File: config.mk
export PLATFORM = sky130hd
export DESIGN_NAME = cva6_lsu_model_mq
export DESIGN_NICKNAME = d
export VERILOG_FILES = /design/src/rtl/cva6_lsu_model_pkg.sv /design/src/rtl/cva6_lsu_model_fifo.sv /design/src/rtl/cva6_lsu_model_mq.sv
export SDC_FILE = /design/constraint.sdc
export NUM_CORES = 1
export LEC_CHECK = 0
export BUFFER_PORTS_ARGS = -buffer_cell sky130_fd_sc_hd__buf_2
export CORE_MARGIN = 1
export CORE_UTILIZATION = 40
export DETAILED_ROUTE_END_ITERATION = 7
export PLACE_DENSITY = 0.62
export SYNTH_ARGS = -nofsm -noshare
export SYNTH_HDL_FRONTEND = slang
export SYNTH_SLANG_ARGS = --single-unit
File: constraint.sdc
create_clock -name clk_i -period 7.26 [get_ports clk_i]
set_input_delay 1.452 -clock clk_i [delete_from_list [all_inputs] [get_ports clk_i]]
set_output_delay 1.452 -clock clk_i [all_outputs]
set_load 0.05 [all_outputs]
File: src/rtl/cva6_lsu_model_pkg.sv
// Shared constants, entry type and pointer-wrap helper for the multi-outstanding
// CVA6 LSU reference model.
package cva6_lsu_model_pkg;

    localparam int unsigned LQ_DEPTH_DEF = 4;
    localparam int unsigned SQ_DEPTH_DEF = 4;
    localparam int unsigned LSU_ADDR_W   = 12;

    typedef struct packed {
        logic                  valid;
        logic [LSU_ADDR_W-1:0] addr;
    } lsu_entry_t;

    // Explicit wrap so depths that are not a power of two still cycle correctly.
    function automatic int unsigned ptr_inc(input int unsigned ptr, input int unsigned depth);
        int unsigned nxt;
        if (ptr >= depth - 32'd1) begin
            nxt = 32'd0;
        end else begin
            nxt = ptr + 32'd1;
        end
        return nxt;
    endfunction

endpackage

File: src/rtl/cva6_lsu_model_fifo.sv
// In-order address queue with occupancy count and a flattened view of every
// entry so the owner can run an address match across the whole queue.
module cva6_lsu_model_fifo
    import cva6_lsu_model_pkg::*;
#(
    parameter int unsigned DEPTH = 4,
    parameter int unsigned W     = 12,
    localparam int unsigned CNT_W = $clog2(DEPTH + 1),
    localparam int unsigned PTR_W = (DEPTH > 1) ? $clog2(DEPTH) : 1
) (
    input  logic               clk_i,
    input  logic               rst_i,
    input  logic               push_i,
    input  logic [W-1:0]       push_data_i,
    input  logic               pop_i,
    output logic [CNT_W-1:0]   count_o,
    output logic [W-1:0]       head_data_o,
    output logic [DEPTH-1:0]   valid_o,
    output logic [DEPTH*W-1:0] addr_flat_o
);

    logic [DEPTH-1:0]        valid_q, valid_d;
    logic [DEPTH-1:0][W-1:0] addr_q, addr_d;
    logic [PTR_W-1:0]        rd_ptr_q, rd_ptr_d;
    logic [PTR_W-1:0]        wr_ptr_q, wr_ptr_d;
    logic [CNT_W-1:0]        count_q, count_d;

    // The owner only pushes when not full and only pops when not empty,
    // so the write slot and the read slot never coincide in one cycle.
    always_comb begin
        valid_d  = valid_q;
        addr_d   = addr_q;
        rd_ptr_d = rd_ptr_q;
        wr_ptr_d = wr_ptr_q;
        if (pop_i) begin
            valid_d[rd_ptr_q] = 1'b0;
            rd_ptr_d          = PTR_W'(ptr_inc(32'(rd_ptr_q), DEPTH));
        end else begin
            rd_ptr_d = rd_ptr_q;
        end
        if (push_i) begin
            valid_d[wr_ptr_q] = 1'b1;
            addr_d[wr_ptr_q]  = push_data_i;
            wr_ptr_d          = PTR_W'(ptr_inc(32'(wr_ptr_q), DEPTH));
        end else begin
            wr_ptr_d = wr_ptr_q;
        end
        case ({push_i, pop_i})
            2'b10:   count_d = count_q + CNT_W'(1);
            2'b01:   count_d = count_q - CNT_W'(1);
            default: count_d = count_q;
        endcase
    end

    // Queue state register.
    always_ff @(posedge clk_i) begin
        if (rst_i) begin
            valid_q  <= '0;
            addr_q   <= '0;
            rd_ptr_q <= '0;
            wr_ptr_q <= '0;
            count_q  <= '0;
        end else begin
            valid_q  <= valid_d;
            addr_q   <= addr_d;
            rd_ptr_q <= rd_ptr_d;
            wr_ptr_q <= wr_ptr_d;
            count_q  <= count_d;
        end
    end

    assign count_o     = count_q;
    assign head_data_o = addr_q[rd_ptr_q];
    assign valid_o     = valid_q;
    assign addr_flat_o = addr_q;

endmodule

File: src/rtl/cva6_lsu_model_mq.sv
// LSU reference model tracking several outstanding loads and stores in two
// independent in-order queues, with an optional store-to-load address stall.
module cva6_lsu_model_mq
    import cva6_lsu_model_pkg::*;
#(
    parameter int unsigned LQ_DEPTH  = LQ_DEPTH_DEF,
    parameter int unsigned SQ_DEPTH  = SQ_DEPTH_DEF,
    parameter int unsigned ADDR_W    = LSU_ADDR_W,
    parameter bit          HAZARD_EN = 1'b1,
    localparam int unsigned LQ_CNT_W = $clog2(LQ_DEPTH + 1),
    localparam int unsigned SQ_CNT_W = $clog2(SQ_DEPTH + 1)
) (
    input  logic                clk_i,
    input  logic                rst_i,
    input  logic [31:0]         instr_i,
    input  logic                is_load_i,
    input  logic                instr_valid_i,
    input  logic                load_mem_resp_i,
    input  logic                store_mem_resp_i,
    output logic                ready_o,
    output logic [LQ_CNT_W-1:0] lq_count_o,
    output logic [SQ_CNT_W-1:0] sq_count_o,
    output logic                load_done_o,
    output logic [ADDR_W-1:0]   load_done_addr_o,
    output logic                store_done_o,
    output logic [ADDR_W-1:0]   store_done_addr_o,
    output logic                protocol_err_o
);

    logic [ADDR_W-1:0]          req_addr_s;
    logic [LQ_CNT_W-1:0]        lq_count_s;
    logic [SQ_CNT_W-1:0]        sq_count_s;
    logic [ADDR_W-1:0]          lq_head_s, sq_head_s;
    logic [SQ_DEPTH-1:0]        sq_valid_s;
    logic [SQ_DEPTH*ADDR_W-1:0] sq_addr_s;
    logic [LQ_DEPTH-1:0]        lq_unused_valid_s;
    logic [LQ_DEPTH*ADDR_W-1:0] lq_unused_addr_s;
    logic                       unused_instr_s;
    logic                       hit_s, hazard_s, ready_s;
    logic                       lq_push_s, sq_push_s, lq_pop_s, sq_pop_s;
    logic                       lq_empty_s, sq_empty_s;

    logic                       load_done_q, load_done_d;
    logic                       store_done_q, store_done_d;
    logic [ADDR_W-1:0]          load_done_addr_q, load_done_addr_d;
    logic [ADDR_W-1:0]          store_done_addr_q, store_done_addr_d;
    logic                       err_q, err_d;

    assign req_addr_s     = instr_i[ADDR_W-1:0];
    assign unused_instr_s = ^instr_i[31:ADDR_W];

    // Conservative match: a store retiring this cycle still blocks the load.
    always_comb begin
        hit_s = 1'b0;
        for (int i = 0; i < SQ_DEPTH; i++) begin
            hit_s = hit_s | (sq_valid_s[i] & (sq_addr_s[i*ADDR_W +: ADDR_W] == req_addr_s));
        end
        hazard_s = HAZARD_EN & hit_s;
    end

    // Ready, accept and retire decode; ready uses the pre-retire counts.
    always_comb begin
        lq_empty_s = (lq_count_s == LQ_CNT_W'(0));
        sq_empty_s = (sq_count_s == SQ_CNT_W'(0));
        if (is_load_i) begin
            ready_s = (lq_count_s < LQ_CNT_W'(LQ_DEPTH)) & ~hazard_s;
        end else begin
            ready_s = (sq_count_s < SQ_CNT_W'(SQ_DEPTH));
        end
        lq_push_s = instr_valid_i & ready_s & is_load_i;
        sq_push_s = instr_valid_i & ready_s & ~is_load_i;
        lq_pop_s  = load_mem_resp_i & ~lq_empty_s;
        sq_pop_s  = store_mem_resp_i & ~sq_empty_s;
    end

    assign ready_o = ready_s;

    cva6_lsu_model_fifo #(.DEPTH(LQ_DEPTH), .W(ADDR_W)) u_lq (
        .clk_i       (clk_i),
        .rst_i       (rst_i),
        .push_i      (lq_push_s),
        .push_data_i (req_addr_s),
        .pop_i       (lq_pop_s),
        .count_o     (lq_count_s),
        .head_data_o (lq_head_s),
        .valid_o     (lq_unused_valid_s),
        .addr_flat_o (lq_unused_addr_s)
    );

    cva6_lsu_model_fifo #(.DEPTH(SQ_DEPTH), .W(ADDR_W)) u_sq (
        .clk_i       (clk_i),
        .rst_i       (rst_i),
        .push_i      (sq_push_s),
        .push_data_i (req_addr_s),
        .pop_i       (sq_pop_s),
        .count_o     (sq_count_s),
        .head_data_o (sq_head_s),
        .valid_o     (sq_valid_s),
        .addr_flat_o (sq_addr_s)
    );

    // Done pulses with the popped address; the error flag is sticky.
    always_comb begin
        load_done_d  = lq_pop_s;
        store_done_d = sq_pop_s;
        if (lq_pop_s) begin
            load_done_addr_d = lq_head_s;
        end else begin
            load_done_addr_d = load_done_addr_q;
        end
        if (sq_pop_s) begin
            store_done_addr_d = sq_head_s;
        end else begin
            store_done_addr_d = store_done_addr_q;
        end
        err_d = err_q | (load_mem_resp_i & lq_empty_s) | (store_mem_resp_i & sq_empty_s);
    end

    // Output register stage.
    always_ff @(posedge clk_i) begin
        if (rst_i) begin
            load_done_q       <= 1'b0;
            store_done_q      <= 1'b0;
            load_done_addr_q  <= '0;
            store_done_addr_q <= '0;
            err_q             <= 1'b0;
        end else begin
            load_done_q       <= load_done_d;
            store_done_q      <= store_done_d;
            load_done_addr_q  <= load_done_addr_d;
            store_done_addr_q <= store_done_addr_d;
            err_q             <= err_d;
        end
    end

    assign lq_count_o        = lq_count_s;
    assign sq_count_o        = sq_count_s;
    assign load_done_o       = load_done_q;
    assign store_done_o      = store_done_q;
    assign load_done_addr_o  = load_done_addr_q;
    assign store_done_addr_o = store_done_addr_q;
    assign protocol_err_o    = err_q;

endmodule

* Word-level counts from Yosys, hierarchy flattened
Cells that the tools add are included.
** Word-level totals
- Bits in registers :: 141
- Bits of input ports :: 38
- Output and inout port bits :: 34
** Cells by class
- Muxes and demuxes :: 23
- Add/subtract/negate cells :: 8
- Bitwise gates (word level) :: 24
- Reductions and logical operators :: 7
- Order comparisons :: 13
- Equality and inequality tests :: 8
** Operators by type and width (count)
- 48-bit bitwise mux :: 2
- 12-bit binary-select mux with 2-bit select :: 2
- 12-bit demux with 2-bit select :: 2
- 12-bit equality test :: 4
- 12-bit 2-to-1 mux :: 4
- 1-bit AND :: 12
- 2-bit by 3-bit < comparator with 1-bit output (second input constant) :: 4
- 3-bit one-hot mux with 2 select lines :: 2
- 2-bit by 1-bit adder with 2-bit output (second input constant) :: 4
- 2-bit greater-or-equal comparator (second input constant) :: 4
- 2-bit 2-to-1 mux :: 4
- 4-bit 2-to-1 mux :: 2
- 3-bit by 1-bit adder with 3-bit output (second input constant) :: 2
- 2-bit by 1-bit greater-or-equal comparator with 1-bit output (second input constant) :: 3
- 3-bit zero test :: 2
- 3-bit < comparator (second input constant) :: 2
- 3-bit by 1-bit subtractor with 3-bit output (second input constant) :: 2
- 1-bit bitwise OR :: 5
- 4-bit AND :: 1
- 1-bit demux with 2-bit select :: 2
- 2-bit by 1-bit equality test with 1-bit output (second input constant) :: 2
- 2-bit equality test (second input constant) :: 2
- 1-bit inverter :: 4
- 4-bit inverter :: 1
- 4 further kinds :: 9

* Longest topological paths before layout
Gate-level depths: netlist (run 1).
- Depth after elaboration :: 12
- Depth in mapped cells :: 13

* By module
A second synthesis (run 1) with hierarchy kept.
** Second synthesis, totals
- Cells, all modules :: 779
- Area total of the unflattened synthesis :: 6651.4 um^2
** Modules (own cells, without submodules)
- cva6_lsu_model_fifo at u_sq :: cells an instance 293, times used 1, area an instance 2565.0 um^2
- cva6_lsu_model_fifo at u_lq :: cells an instance 289, times used 1, area an instance 2555.0 um^2
- cva6_lsu_model_mq :: cells an instance 197, times used 1, area an instance 1531.5 um^2

* Worst setup path before layout (run 1)
No wires, ideal clock.
- Kind :: input port to output port
- Start point :: in instr_i[4]
- End point :: out ready_o
- Stages :: 6
- Arrival :: 2.661 ns
- Required time :: 5.808 ns
- Setup slack :: 3.147 ns
- Cell sequence :: buf_4 > xnor2_1 > nand4_1 > nor4_1 > nor3b_2 > a21o_1
** On the way
- Word-level cells in the longest chain between the ends :: 8
- Elaborated cells between the ends (all ways) :: 14
** Ends and longest elaborated chain
- start: declaration :: line cva6_lsu_model_mq.sv:15 : input logic [31:0] instr_i,
- 12-bit equality test :: line cva6_lsu_model_mq.sv:56 : hit_s = hit_s | (sq_valid_s[i] & (sq_addr_s[i*ADDR_W +: ADDR_W] == req_addr_s));
- 1-bit AND :: line cva6_lsu_model_mq.sv:56
- 1-bit bitwise OR (2 in series) :: line cva6_lsu_model_mq.sv:56
- 1-bit bitwise OR * :: line cva6_lsu_model_mq.sv:56
- 1-bit inverter * :: line cva6_lsu_model_mq.sv:66 : ready_s = (lq_count_s < LQ_CNT_W'(LQ_DEPTH)) & ~hazard_s;
- 1-bit AND * :: line cva6_lsu_model_mq.sv:66
- 1-bit 2-to-1 mux * :: line cva6_lsu_model_mq.sv:65 : if (is_load_i) begin
- end: declaration :: line cva6_lsu_model_mq.sv:20 : output logic ready_o,
Mark *: on every way between the ends. The rest lies on a longest branch, timed or not.

* Worst setup path after layout (run 1)
- Start point :: in instr_i[9]
- End point :: out ready_o
The elaborated chain is that of the path after synthesis.

==> out/summary.json, run 1 <==
{
  "first_pass_iters": {"value": 4},
  "placementRows": {"value": 46},
  "die_area": {"value": 17200, "unit": "um2"},
  "yosys_warnings": {"value": 0},
  "post_synth_num_cell_types": {"value": 33},
  "final_core_util": {"value": 0.469},
  "cellPowerDensity": {"value": 298, "unit": "nW/um2"},
  "fin_skew": {"value": 0.00765, "unit": "ns"},
  "cts.sink_count": {"value": 141},
  "ys.flop_type": {"value": "dfxtp_1"},
  "timing_max_transition_violations_final": {"value": 0},
  "postCtsSetupRepairBufs": {"value": 0},
  "drive_above_1_share": {"value": 0.146},
  "initial_core_utilization": {"value": 0.415},
  "cts-resized-gates": {"value": 0},
  "dpl_worst_slack": {"value": 2.45, "unit": "ns"},
  "hold_ws": {"value": 0.449, "unit": "ns"},
  "min_delay_path_depth": {"value": 2},
  "relSlewSlack": {"value": 0.283},
  "rsz0062_at_grt": {"value": "false"},
  "timing.critical_path.arrival": {"value": 3.43, "unit": "ns"},
  "clock-root-buffer": {"value": "clkbuf_16"},
  "result_of_the_run": {"value": "finished, final reports clean"},
  "syn-cell-area": {"value": 6690, "unit": "um2"},
  "peakVddDrop": {"value": 150, "unit": "uV"},
  "setup-violations-final": {"value": 0},
  "route.antenna.remaining_nets": {"value": 0},
  "holdBufCountCts": {"value": 0},
  "static_power_due_to_leakage": {"value": 2.81, "unit": "nW"},
  "dp_hpwl": {"value": 9870, "unit": "um"},
  "switching_share": {"value": 0.296},
  "seq_power_share": {"value": 0.397},
  "drt_drc": {"value": 0},
  "synthAdderAreaFrac": {"value": 0.0341},
  "core_area": {"value": 16100, "unit": "um2"},
  "r2r.worst_path.cells": {"value": 12},
  "clock_path_buffers": {"value": 2},
  "pwr-share-clk": {"value": 0.417},
  "avgSynthCellArea": {"value": 9.18, "unit": "um2"},
  "drt-vias-per-instance": {"value": 5.05},
  "grt_max_degree": {"value": 86},
  "fraction_of_synthesized_area_in_multiplexers": {"value": 0.153},
  "seq_area_frac_synth": {"value": 0.422},
  "timing.critical_path.fanout_max": {"value": 10},
  "synth_compound_gate_area_share": {"value": 0.0715},
  "area.growth.synth_to_final": {"value": 13.0, "unit": "%"},
  "num_vias": {"value": 4907},
  "fmaxAchievable": {"value": 0.205, "unit": "GHz"},
  "setup-tns-final": {"value": 0, "unit": "ns"},
  "timing_worst_slew_pin_value": {"value": 1.07, "unit": "ns"},
  "syn-num-nets": {"value": 783},
  "first_pass_grt_wire_length": {"value": 25000, "unit": "um"},
  "number_of_flip_flops_and_latches_in_the_synthesized_netlist": {"value": 141},
  "io_buffers": {"value": 51},
  "number_of_flops_mapped_to_enable_cells_by_yosys": {"value": 0},
  "crit_type": {"value": "input pin to output port"},
  "fin_ws": {"value": 2.38, "unit": "ns"},
  "synthArstFlopShare": {"value": 0},
  "floorplan.die.height": {"value": 131, "unit": "um"},
  "timing.max_cap.violations": {"value": 0},
  "critPathLaunchType": {"value": "input pin"},
  "first_global_vias": {"value": 4703},
  "grt_overflow": {"value": 0},
  "route.final.wire_length": {"value": 15300, "unit": "um"},
  "design.final.nets": {"value": 797},
  "antenna-diode-count": {"value": 0},
  "clock_slew_seen_by_the_registers_of_the_worst_setup_and_hold_paths": {"value": 0.06, "unit": "ns"},
  "post_synth_and_or_nand_nor_area_fraction": {"value": 0.196},
  "grt.total_usage": {"value": 0.186},
  "routedWlPerCell": {"value": 15.8, "unit": "um"},
  "p_switching": {"value": 0.000667, "unit": "W"},
  "timing.final.crit_period": {"value": 4.88, "unit": "ns"},
  "clk-insertion-delay-late": {"value": 0.42, "unit": "ns"},
  "iteration_0_drc_count_of_the_detailed_router": {"value": 335},
  "synth_xor_xnor_area_share": {"value": 0.0681},
  "cts_max_level": {"value": 4},
  "pin_count": {"value": 72},
  "number_of_antenna_violations_at_the_first_check_in_global_routing": {"value": 1},
  "finalHoldViolCount": {"value": 0},
  "min_period_over_period": {"value": 0.673},
  "hold_path_class": {"value": "flip-flop to flip-flop"},
  "required_time_of_the_worst_setup_path": {"value": 5.81, "unit": "ns"},
  "crit_path_end_kind": {"value": "output port"},
  "main_combinational_cell_family_by_area_after_synthesis": {"value": "simple AND/OR/NAND/NOR gates"},
  "place_congestion": {"value": 0.763},
  "synthesis.instances": {"value": 728},
  "cts_made_buffers": {"value": 17},
  "dieWidth": {"value": 131, "unit": "um"},
  "tritoncts": {"value": "yes"},
  "logic_pwr_share": {"value": 0.185},
  "cellInternalPower": {"value": 0.00158, "unit": "W"}
}
==> sequential cells by signal, summed over array words and instances, names as in the netlist <==
signal and count:
u_sq.count_o 3, u_lq.wr_ptr_q 2, u_lq.addr_flat_o 48, load_done_addr_o 12, load_done_o 1, u_sq.valid_o 4
u_sq.rd_ptr_q 2, u_lq.count_o 3, protocol_err_o 1, u_sq.addr_flat_o 48, store_done_addr_o 12, u_lq.rd_ptr_q 2
store_done_o 1, u_sq.wr_ptr_q 2
==> cells in the final DEF (no fill, tap or decap), types with 2 or more instances in the layout <==
cell	Yosys	routed
a21oi_1	87	87
and3_1	5	5
and4_1	2	2
buf_2	4	50
buf_4	5	2
bufinv_16	0	4
clkbuf_16	0	17
clkbuf_8	0	4
clkinv_2	0	2
clkinvlp_4	0	4
dfxtp_1	141	141
fa_1	2	2
ha_1	15	15
inv_1	15	15
mux2i_1	48	48
mux4_2	24	24
nand2_1	163	163
nand2b_1	62	62
nand3_1	4	4
nand4_1	13	13
nor2_1	16	16
nor3_1	5	5
nor4_1	4	4
o21ai_0	2	2
or3_1	3	3
xnor2_1	48	48
xor2_1	4	4
==> cell usage after synthesis, types with 2 or more instances <==
cell type  number  area share
and3_1          5      0.0047
ha_1           15       0.028
nand3_1         4      0.0030
clkbuf_1       37       0.021
nand2_1       163       0.092
nor4_1          4      0.0037
mux4_2         24       0.081
a21oi_1        87       0.065
nand4_1        13       0.012
buf_2           4      0.0030
nand2b_1       62       0.058
fa_1            2      0.0060
buf_6          10       0.017
nor2_1         16      0.0090
xor2_1          4      0.0052
inv_1          15      0.0084
or3_1           3      0.0028
and4_1          2      0.0026
o21ai_0         2      0.0015
buf_4           5      0.0056
mux2i_1        48       0.072
dfxtp_1       141        0.42
nor3_1          5      0.0037
xnor2_1        48       0.063
==> path summary, 6_finish.rpt <==
check / from / to / slack (ns)
setup reg to reg: u_sq.addr_flat_o[45] / u_lq.count_o[2] / 4.01
hold / removal: load_done_addr_o[10] / load_done_addr_o[10] / 0.45
hold reg to reg: load_done_addr_o[10] / load_done_addr_o[10] / 0.45
setup / recovery: instr_i[9] / ready_o / 2.38
==> cells by family (layout without fill, tap and decap cells) <==
family | after synthesis | after routing
xor+xnor | 52 | 52
mux | 72 | 72
compound gates | 93 | 93
fa+ha+maj | 17 | 17
flops | 141 | 141
buf+inv | 73 | 100
simple gates | 280 | 280
==> per-stage QoR <==
stage | cells | power, W | area [um2]
after floorplan | 728 | 0.00124 | 6690
after global placement | 939 | 0.00133 | 6910
after detailed placement | 939 | 0.00133 | 6910
after CTS | 971 | 0.00228 | 7550
after global routing | 971 | 0.00236 | 7550
final | 971 | 0.00225 | 7550
==> power groups by stage <==
stage          Sequential, W  Combinational, W  Clock (W)
2_1_floorplan       0.000942          0.000301          0
3_3_place_gp        0.000912          0.000416          0
3_5_place_dp        0.000913          0.000419          0
4_1_cts             0.000896          0.000423   0.000958
5_1_grt             0.000905          0.000460   0.000991
6_report            0.000894          0.000417   0.000939
==> routing by layer <==
metal  wire length (um)  vias to the layer above  global-route usage
li1                   -                     2451                   -
met1               7230                     2316               0.252
met2               6930                      121               0.284
met3                974                       17              0.0509
met4                202                        2              0.0665
met5                 10                        -                   0
==> final cells by class <==
cell class | instances | area [um2]
Multi-Input combinational cell | 514 | 3490
Timing Repair Buffer | 52 | 265
Sequential cell | 141 | 2820
Tap cell | 216 | 270
Inverter | 16 | 60.1
Fill cell | 1561 | 8560
Clock buffer | 22 | 484
Clock inverter | 10 | 160
==> worst max-delay path: stages <==
cell     delay [ns]
buf_2          0.17
xnor2_1        0.25
nand4_1        0.16
nor4_1         0.71
nor3b_2        0.25
a21o_1         0.23
buf_2          0.21
No activity file was read; power rests on OpenSTA's default activity.
==> run 2, diff against run 1 <==
clock period = 4.8 ns   (was 7.26 ns; I/O delays follow)
==> run 2 against run 1 <==
Against the previous run:
- sequential share of layout area grew 0.15 points
- utilization is 0.19 points lower
- routed wire length increased by 2.1%
- non-clock buffer count grew 5
- combinational power grew 55%
- global-route usage is 0.48 points higher
- first-iteration DRC count grew 13%
- worst hold slack is essentially flat
- critical path depth stayed put
- register-to-register slack worse by 2.3 ns
- critical path type unchanged
- largest power group is now registers
==> out/summary.json, run 2 (synthesized netlist as in run 1, its figures left out) <==
{
  "mostFrequentLayoutCells": {"value": "nand2_1 (163), dfxtp_1 (141), a21oi_1 (87)"},
  "clk-insertion-delay-late": {"value": 0.42, "unit": "ns", "change": "about the same"},
  "placementRows": {"value": 46, "change": "unchanged"},
  "antenna-diode-count": {"value": 0, "change": "unchanged"},
  "dieWidth": {"value": 131, "unit": "um", "change": "unchanged"},
  "cts_made_buffers": {"value": 17, "change": "unchanged"},
  "grt_overflow": {"value": 0, "change": "unchanged"},
  "fmaxAchievable": {"value": 0.265, "unit": "GHz"},
  "peakVddDrop": {"value": 272, "unit": "uV", "change": "+81%"},
  "timing.max_cap.violations": {"value": 0, "change": "unchanged"},
  "required_time_of_the_worst_setup_path": {"value": 3.84, "unit": "ns", "change": "-1.97 ns"},
  "cellPowerDensity": {"value": 437, "unit": "nW/um2", "change": "+47%"},
  "worst_path_largest_cell_delay": {"value": 0.61, "unit": "ns", "change": "-0.10 ns"},
  "hold_path_class": {"value": "flip-flop to flip-flop"},
  "area.growth.synth_to_final": {"value": 12.5, "unit": "%"},
  "design.final.nets": {"value": 802, "change": "+0.63%"},
  "timing.final.crit_period": {"value": 3.77, "unit": "ns"},
  "fin_skew": {"value": 0.00550, "unit": "ns", "change": "-0.00215 ns"},
  "clock_path_buffers": {"value": 2, "change": "unchanged"},
  "crit_path_end_kind": {"value": "output port"},
  "timing.critical_path.arrival": {"value": 2.81, "unit": "ns", "change": "-0.62 ns"},
  "rsz0062_at_grt": {"value": "false"},
  "first_global_vias": {"value": 4727, "change": "+0.51%"},
  "number_of_antenna_violations_at_the_first_check_in_global_routing": {"value": 0, "change": "-1"},
  "first_pass_grt_wire_length": {"value": 25700, "unit": "um", "change": "+2.7%"},
  "final_common_cell": {"value": "nand2_1"},
  "timing.critical_path.fanout_max": {"value": 10, "change": "unchanged"},
  "cts.sink_count": {"value": 141, "change": "unchanged"},
  "static_power_due_to_leakage": {"value": 2.80, "unit": "nW", "change": "-0.11%"},
  "floorplan.die.height": {"value": 131, "unit": "um", "change": "unchanged"},
  "finalHoldViolCount": {"value": 0, "change": "unchanged"},
  "drive_above_1_share": {"value": 0.146, "change": "+0.000743"},
  "crit_top_cell": {"value": "buf_2"},
  "drt_drc": {"value": 0, "change": "unchanged"},
  "postCtsSetupRepairBufs": {"value": 0, "change": "unchanged"},
  "drt-vias-per-instance": {"value": 5.09, "change": "+0.77%"},
  "timing_worst_slew_pin_value": {"value": 1.06, "unit": "ns", "change": "-0.00887 ns"},
  "critPathLaunchType": {"value": "input pin"},
  "grt.total_usage": {"value": 0.191, "change": "+0.00480"},
  "crit_path_cell_trace": {"value": "buf_2, xnor2_1, nand4_1, nor4_1, nor3b_2, a21o_1, buf_2"},
  "clock_slew_seen_by_the_registers_of_the_worst_setup_and_hold_paths": {"value": 0.06, "unit": "ns", "change": "about the same"},
  "clock-root-buffer": {"value": "clkbuf_16"},
  "timing_max_transition_violations_final": {"value": 0, "change": "unchanged"},
  "setup-violations-final": {"value": 0, "change": "unchanged"},
  "crit_type": {"value": "input pin to output port"},
  "min_period_over_period": {"value": 0.785},
  "dp_hpwl": {"value": 10100, "unit": "um", "change": "+2.7%"},
  "route.final.wire_length": {"value": 15700, "unit": "um", "change": "+2.1%"},
  "cts-resized-gates": {"value": 0, "change": "unchanged"},
  "num_vias": {"value": 4960, "change": "+1.1%"},
  "holdBufCountCts": {"value": 0, "change": "unchanged"},
  "place_congestion": {"value": 0.804, "change": "+5.4%"},
  "final_core_util": {"value": 0.467, "change": "-0.00186"},
  "cts_max_level": {"value": 4, "change": "unchanged"},
  "first_pass_iters": {"value": 4, "change": "unchanged"},
  "result_of_the_run": {"value": "finished, final reports clean"},
  "dpl_worst_slack": {"value": 0.866, "unit": "ns", "change": "-1.58 ns"},
  "io_buffers": {"value": 51, "change": "unchanged"},
  "die_area": {"value": 17200, "unit": "um2", "change": "unchanged"},
  "relSlewSlack": {"value": 0.290, "change": "+0.00708"},
  "critPathSlowestCell": {"value": "nor4_1"},
  "route.antenna.remaining_nets": {"value": 0, "change": "unchanged"},
  "iteration_0_drc_count_of_the_detailed_router": {"value": 380, "change": "+13%"},
  "routedWlPerCell": {"value": 16.1, "unit": "um", "change": "+1.8%"},
  "pin_count": {"value": 72, "change": "unchanged"},
  "fin_ws": {"value": 1.03, "unit": "ns", "change": "-1.35 ns"},
  "initial_core_utilization": {"value": 0.415, "change": "unchanged"},
  "core_area": {"value": 16100, "unit": "um2", "change": "unchanged"},
  "grt_max_degree": {"value": 107, "change": "+24%"},
  "setup-tns-final": {"value": 0, "unit": "ns", "change": "unchanged"},
  "tritoncts": {"value": "yes"}
}
-- run 2: cell count changes in the layout (fill, tap and decap cells not counted), sizes merged --
| cell | previous run | this run |
|---|---|---|
| buf | 52 | 57 |
| bufinv | 4 | 2 |
| clkbuf | 22 | 24 |
| clkinvlp | 4 | 2 |
-- run 2: critical path, delay by kind of cell --
family / cells / cell delay (ns)
buf+inv: 2 / 0.38
simple gates: 3 / 0.98
compound gates: 1 / 0.23
xor+xnor: 1 / 0.26
-- run 2: area by class of cell --
| cell class | count | area, um2 |
|---|---|---|
| Fill cell | 1553 | 8590 |
| Multi-Input combinational cell | 514 | 3490 |
| Sequential cell | 141 | 2820 |
| Clock buffer | 24 | 492 |
| Timing Repair Buffer | 57 | 303 |
| Tap cell | 216 | 270 |
| Clock inverter | 6 | 85.1 |
| Inverter | 16 | 60.1 |
-- run 2: worst paths after layout --
kind / startpoint / endpoint / slack [ns] / depth (start not counted)
worst min register to register: store_done_addr_o[11] / store_done_addr_o[11] / 0.45 / 2
worst max register to register: u_sq.addr_flat_o[45] / u_lq.count_o[2] / 1.68 / 12
worst min-delay path: store_done_addr_o[11] / store_done_addr_o[11] / 0.45 / 2
worst max-delay path: instr_i[9] / ready_o / 1.03 / 7
-- run 2: power breakdown --
| group | switching, W | total (W) | internal, W |
|---|---|---|---|
| sequential | 0.000111 | 0.00135 | 0.00124 |
| combinational | 0.000407 | 0.000646 | 0.000239 |
| clock | 0.000476 | 0.00129 | 0.000812 |
| total | 0.000994 | 0.00329 | 0.00229 |
-- run 2: metrics by stage --
stage	hold slack [ns]	power, W	instances	instance area (um2)
4_1_cts	0.452	0.00332	974	7520
3_5_place_dp	0.443	0.00203	944	6950
2_1_floorplan	0.446	0.00188	728	6690
3_3_place_gp	0.442	0.00202	944	6950
5_1_grt	0.471	0.00344	974	7520
6_report	0.448	0.00329	974	7520
-- run 2: metal layers --
metal / wire length, um / up-vias / global-route usage
li1: - / 2458 / -
met1: 7500 / 2371 / 0.260
met2: 7000 / 109 / 0.297
met3: 890 / 22 / 0.0401
met4: 280 / 0 / 0.0717
met5: 0 / - / 0
==> run 3, diff against run 2 <==
clock period = 3.9 ns   (was 4.8 ns; I/O delays follow)
==> run 3 against run 2 <==
Against the previous run:
- global-route usage down 0.25 points
- sequential power rose by 23%
- power grew 30%
- largest cell class unchanged
- setup slack worse by 0.32 ns
- critical endpoint unchanged
- combinational power is 23% higher
==> out/summary.json, run 3 (synthesized netlist as in run 1, its figures left out) <==
{
  "grt_max_degree": {"value": 112, "change": "+4.7%"},
  "dp_hpwl": {"value": 9990, "unit": "um", "change": "-1.4%"},
  "route.antenna.remaining_nets": {"value": 0, "change": "unchanged"},
  "timing.critical_path.arrival": {"value": 2.41, "unit": "ns", "change": "-0.40 ns"},
  "tritoncts": {"value": "yes"},
  "cts_max_level": {"value": 4, "change": "unchanged"},
  "crit_type": {"value": "input pin to output port"},
  "final_core_util": {"value": 0.474, "change": "+0.00691"},
  "clock_slew_seen_by_the_registers_of_the_worst_setup_and_hold_paths": {"value": 0.06, "unit": "ns", "change": "about the same"},
  "drt-met1-wl": {"value": 7520, "unit": "um", "change": "+0.37%"},
  "r2r.worst_path.cells": {"value": 13, "change": "+1"},
  "setup-tns-final": {"value": 0, "unit": "ns", "change": "unchanged"},
  "critPathLaunchType": {"value": "input pin"},
  "finalHoldViolCount": {"value": 0, "change": "unchanged"},
  "peakVddDrop": {"value": 329, "unit": "uV", "change": "+21%"},
  "timing.max_cap.violations": {"value": 0, "change": "unchanged"},
  "holdBufCountCts": {"value": 0, "change": "unchanged"},
  "route.final.wire_length": {"value": 15500, "unit": "um", "change": "-0.79%"},
  "timing.critical_path.buf_inv": {"value": 4, "change": "+2"},
  "grt.total_usage": {"value": 0.189, "change": "-0.00252"},
  "relSlewSlack": {"value": 0.295, "change": "+0.00552"},
  "io_buffers": {"value": 51, "change": "unchanged"},
  "r2r_setup_slack": {"value": 1.16, "unit": "ns", "change": "-0.52 ns"},
  "first_pass_grt_wire_length": {"value": 25500, "unit": "um", "change": "-0.81%"},
  "cellPowerDensity": {"value": 559, "unit": "nW/um2", "change": "+28%"},
  "drt-vias-per-instance": {"value": 5.00, "change": "-1.8%"},
  "dieWidth": {"value": 131, "unit": "um", "change": "unchanged"},
  "pin_count": {"value": 72, "change": "unchanged"},
  "iteration_0_drc_count_of_the_detailed_router": {"value": 364, "change": "-4.2%"},
  "filler_cell_count": {"value": 1568, "change": "+0.97%"},
  "worst_path_largest_cell_delay": {"value": 0.28, "unit": "ns", "change": "-0.33 ns"},
  "timing_max_transition_violations_final": {"value": 0, "change": "unchanged"},
  "mostFrequentLayoutCells": {"value": "nand2_1 (163), dfxtp_1 (141), a21oi_1 (87)"},
  "num_vias": {"value": 4900, "change": "-1.2%"},
  "timing_worst_slew_pin_value": {"value": 1.06, "unit": "ns", "change": "-0.00827 ns"},
  "hold_path_class": {"value": "flip-flop to flip-flop"},
  "static_power_due_to_leakage": {"value": 2.86, "unit": "nW", "change": "+1.9%"},
  "initial_core_utilization": {"value": 0.415, "change": "unchanged"},
  "first_global_vias": {"value": 4674, "change": "-1.1%"},
  "placementRows": {"value": 46, "change": "unchanged"},
  "area.growth.synth_to_final": {"value": 14.2, "unit": "%"},
  "result_of_the_run": {"value": "finished, final reports clean"},
  "clock_path_buffers": {"value": 2, "change": "unchanged"},
  "die_area": {"value": 17200, "unit": "um2", "change": "unchanged"},
  "required_time_of_the_worst_setup_path": {"value": 3.12, "unit": "ns", "change": "-0.72 ns"},
  "place_congestion": {"value": 0.814, "change": "+1.3%"},
  "timing.rr.start": {"value": "u_sq.addr_flat_o[45]"},
  "crit_path_end_kind": {"value": "output port"},
  "timing.critical_path.fanout_max": {"value": 9, "change": "-1"},
  "drt_drc": {"value": 0, "change": "unchanged"},
  "design.final.nets": {"value": 806, "change": "+0.50%"},
  "grt_overflow": {"value": 0, "change": "unchanged"},
  "cts.sink_count": {"value": 141, "change": "unchanged"},
  "clk-insertion-delay-late": {"value": 0.42, "unit": "ns", "change": "about the same"},
  "crit_path_cell_trace": {"value": "buf_2, xnor2_1, nand4_1, nor4_1, buf_4, nor3b_2, buf_4, a21o_1, buf_2"},
  "timing.final.crit_period": {"value": 3.19, "unit": "ns"},
  "drive_above_1_share": {"value": 0.156, "change": "+0.00932"},
  "path_depth": {"value": 9, "change": "+2"},
  "critPathSlowestCell": {"value": "nor4_1"},
  "routedWlPerCell": {"value": 15.9, "unit": "um", "change": "-1.4%"},
  "floorplan.die.height": {"value": 131, "unit": "um", "change": "unchanged"},
  "multi_input_gate_area_in_the_final_layout": {"value": 3490, "unit": "um2", "change": "unchanged"},
  "antenna-diode-count": {"value": 0, "change": "unchanged"},
  "final_common_cell": {"value": "nand2_1"},
  "met2WireLength": {"value": 7100, "unit": "um", "change": "+1.4%"},
  "setup-violations-final": {"value": 0, "change": "unchanged"},
  "first_pass_iters": {"value": 4, "change": "unchanged"},
  "core_area": {"value": 16100, "unit": "um2", "change": "unchanged"},
  "rsz0062_at_grt": {"value": "false"},
  "critical_path.endpoint": {"value": "ready_o"},
  "cp_delay_by_family_top": {"value": "buffers and inverters"},
  "min_period_over_period": {"value": 0.818},
  "cts_made_buffers": {"value": 17, "change": "unchanged"},
  "regToRegEndpoint": {"value": "u_lq.count_o[2]"},
  "final-seq-area": {"value": 2820, "unit": "um2", "change": "unchanged"},
  "fmaxAchievable": {"value": 0.314, "unit": "GHz"},
  "fin_skew": {"value": 0.00817, "unit": "ns", "change": "+0.00268 ns"},
  "cts-resized-gates": {"value": 0, "change": "unchanged"},
  "met3WireLength": {"value": 746, "unit": "um", "change": "-16%"},
  "crit_path_start": {"value": "instr_i[9]"},
  "top_layer_used": {"value": "met4"},
  "clock-root-buffer": {"value": "clkbuf_16"},
  "number_of_antenna_violations_at_the_first_check_in_global_routing": {"value": 0, "change": "unchanged"},
  "postCtsSetupRepairBufs": {"value": 0, "change": "unchanged"}
}
[run 3: how the worst min path moves through the flow]
stage | to | startpoint | depth (start not counted)
finish | store_done_addr_o[11] | store_done_addr_o[11] | 2
global route | store_done_addr_o[6] | store_done_addr_o[6] | 2
CTS | store_done_addr_o[11] | store_done_addr_o[11] | 2
detailed placement | store_done_addr_o[11] | store_done_addr_o[11] | 2
global placement | load_done_addr_o[10] | load_done_addr_o[10] | 2
floorplan | u_lq.addr_flat_o[24] | u_lq.addr_flat_o[24] | 2
[run 3: power by group]
part / internal (W) / switching [W]
registers: 0.00153 / 0.000136
clock network: 0.00118 / 0.000623
logic: 0.000298 / 0.000498
[run 3: routing by layer]
metal	track usage	vias to the layer above
met2	0.286	86
met3	0.0448	15
met4	0.0659	0
met5	0	-
met1	0.261	2321
li1	-	2478
[run 3: worst register-to-register path, delay by kind of cell, from the launching register on]
kind                       cells  cell delay, ns
AOI/OAI and AO/OA              1            0.14
xor gates and xnor gates       2            0.37
DFF                            1            0.33
and+or+nand+nor                5            0.98
buffers and inverters          3            0.29
adders and majority gates      2            0.54
[run 3: stage by stage]
stage                     instances  hold slack [ns]  cell area [um2]  power (W)  setup WS (ns)
after floorplan                 728            0.446             6690    0.00231          0.819
after global routing            980            0.464             7630    0.00447          0.611
after global placement          948            0.441             6980    0.00249          0.483
after CTS                       980            0.452             7630    0.00431          0.718
final                           980            0.448             7630    0.00426          0.710
after detailed placement        948            0.443             6980    0.00250          0.518
[run 3: layout make-up]
class	count	area share
well taps	216	0.0354
inverters	16	0.00787
repair buffers	61	0.0436
clock buffers	21	0.0616
multi-input cells	514	0.457
flip-flops and latches	141	0.370
clock inverters	11	0.0246
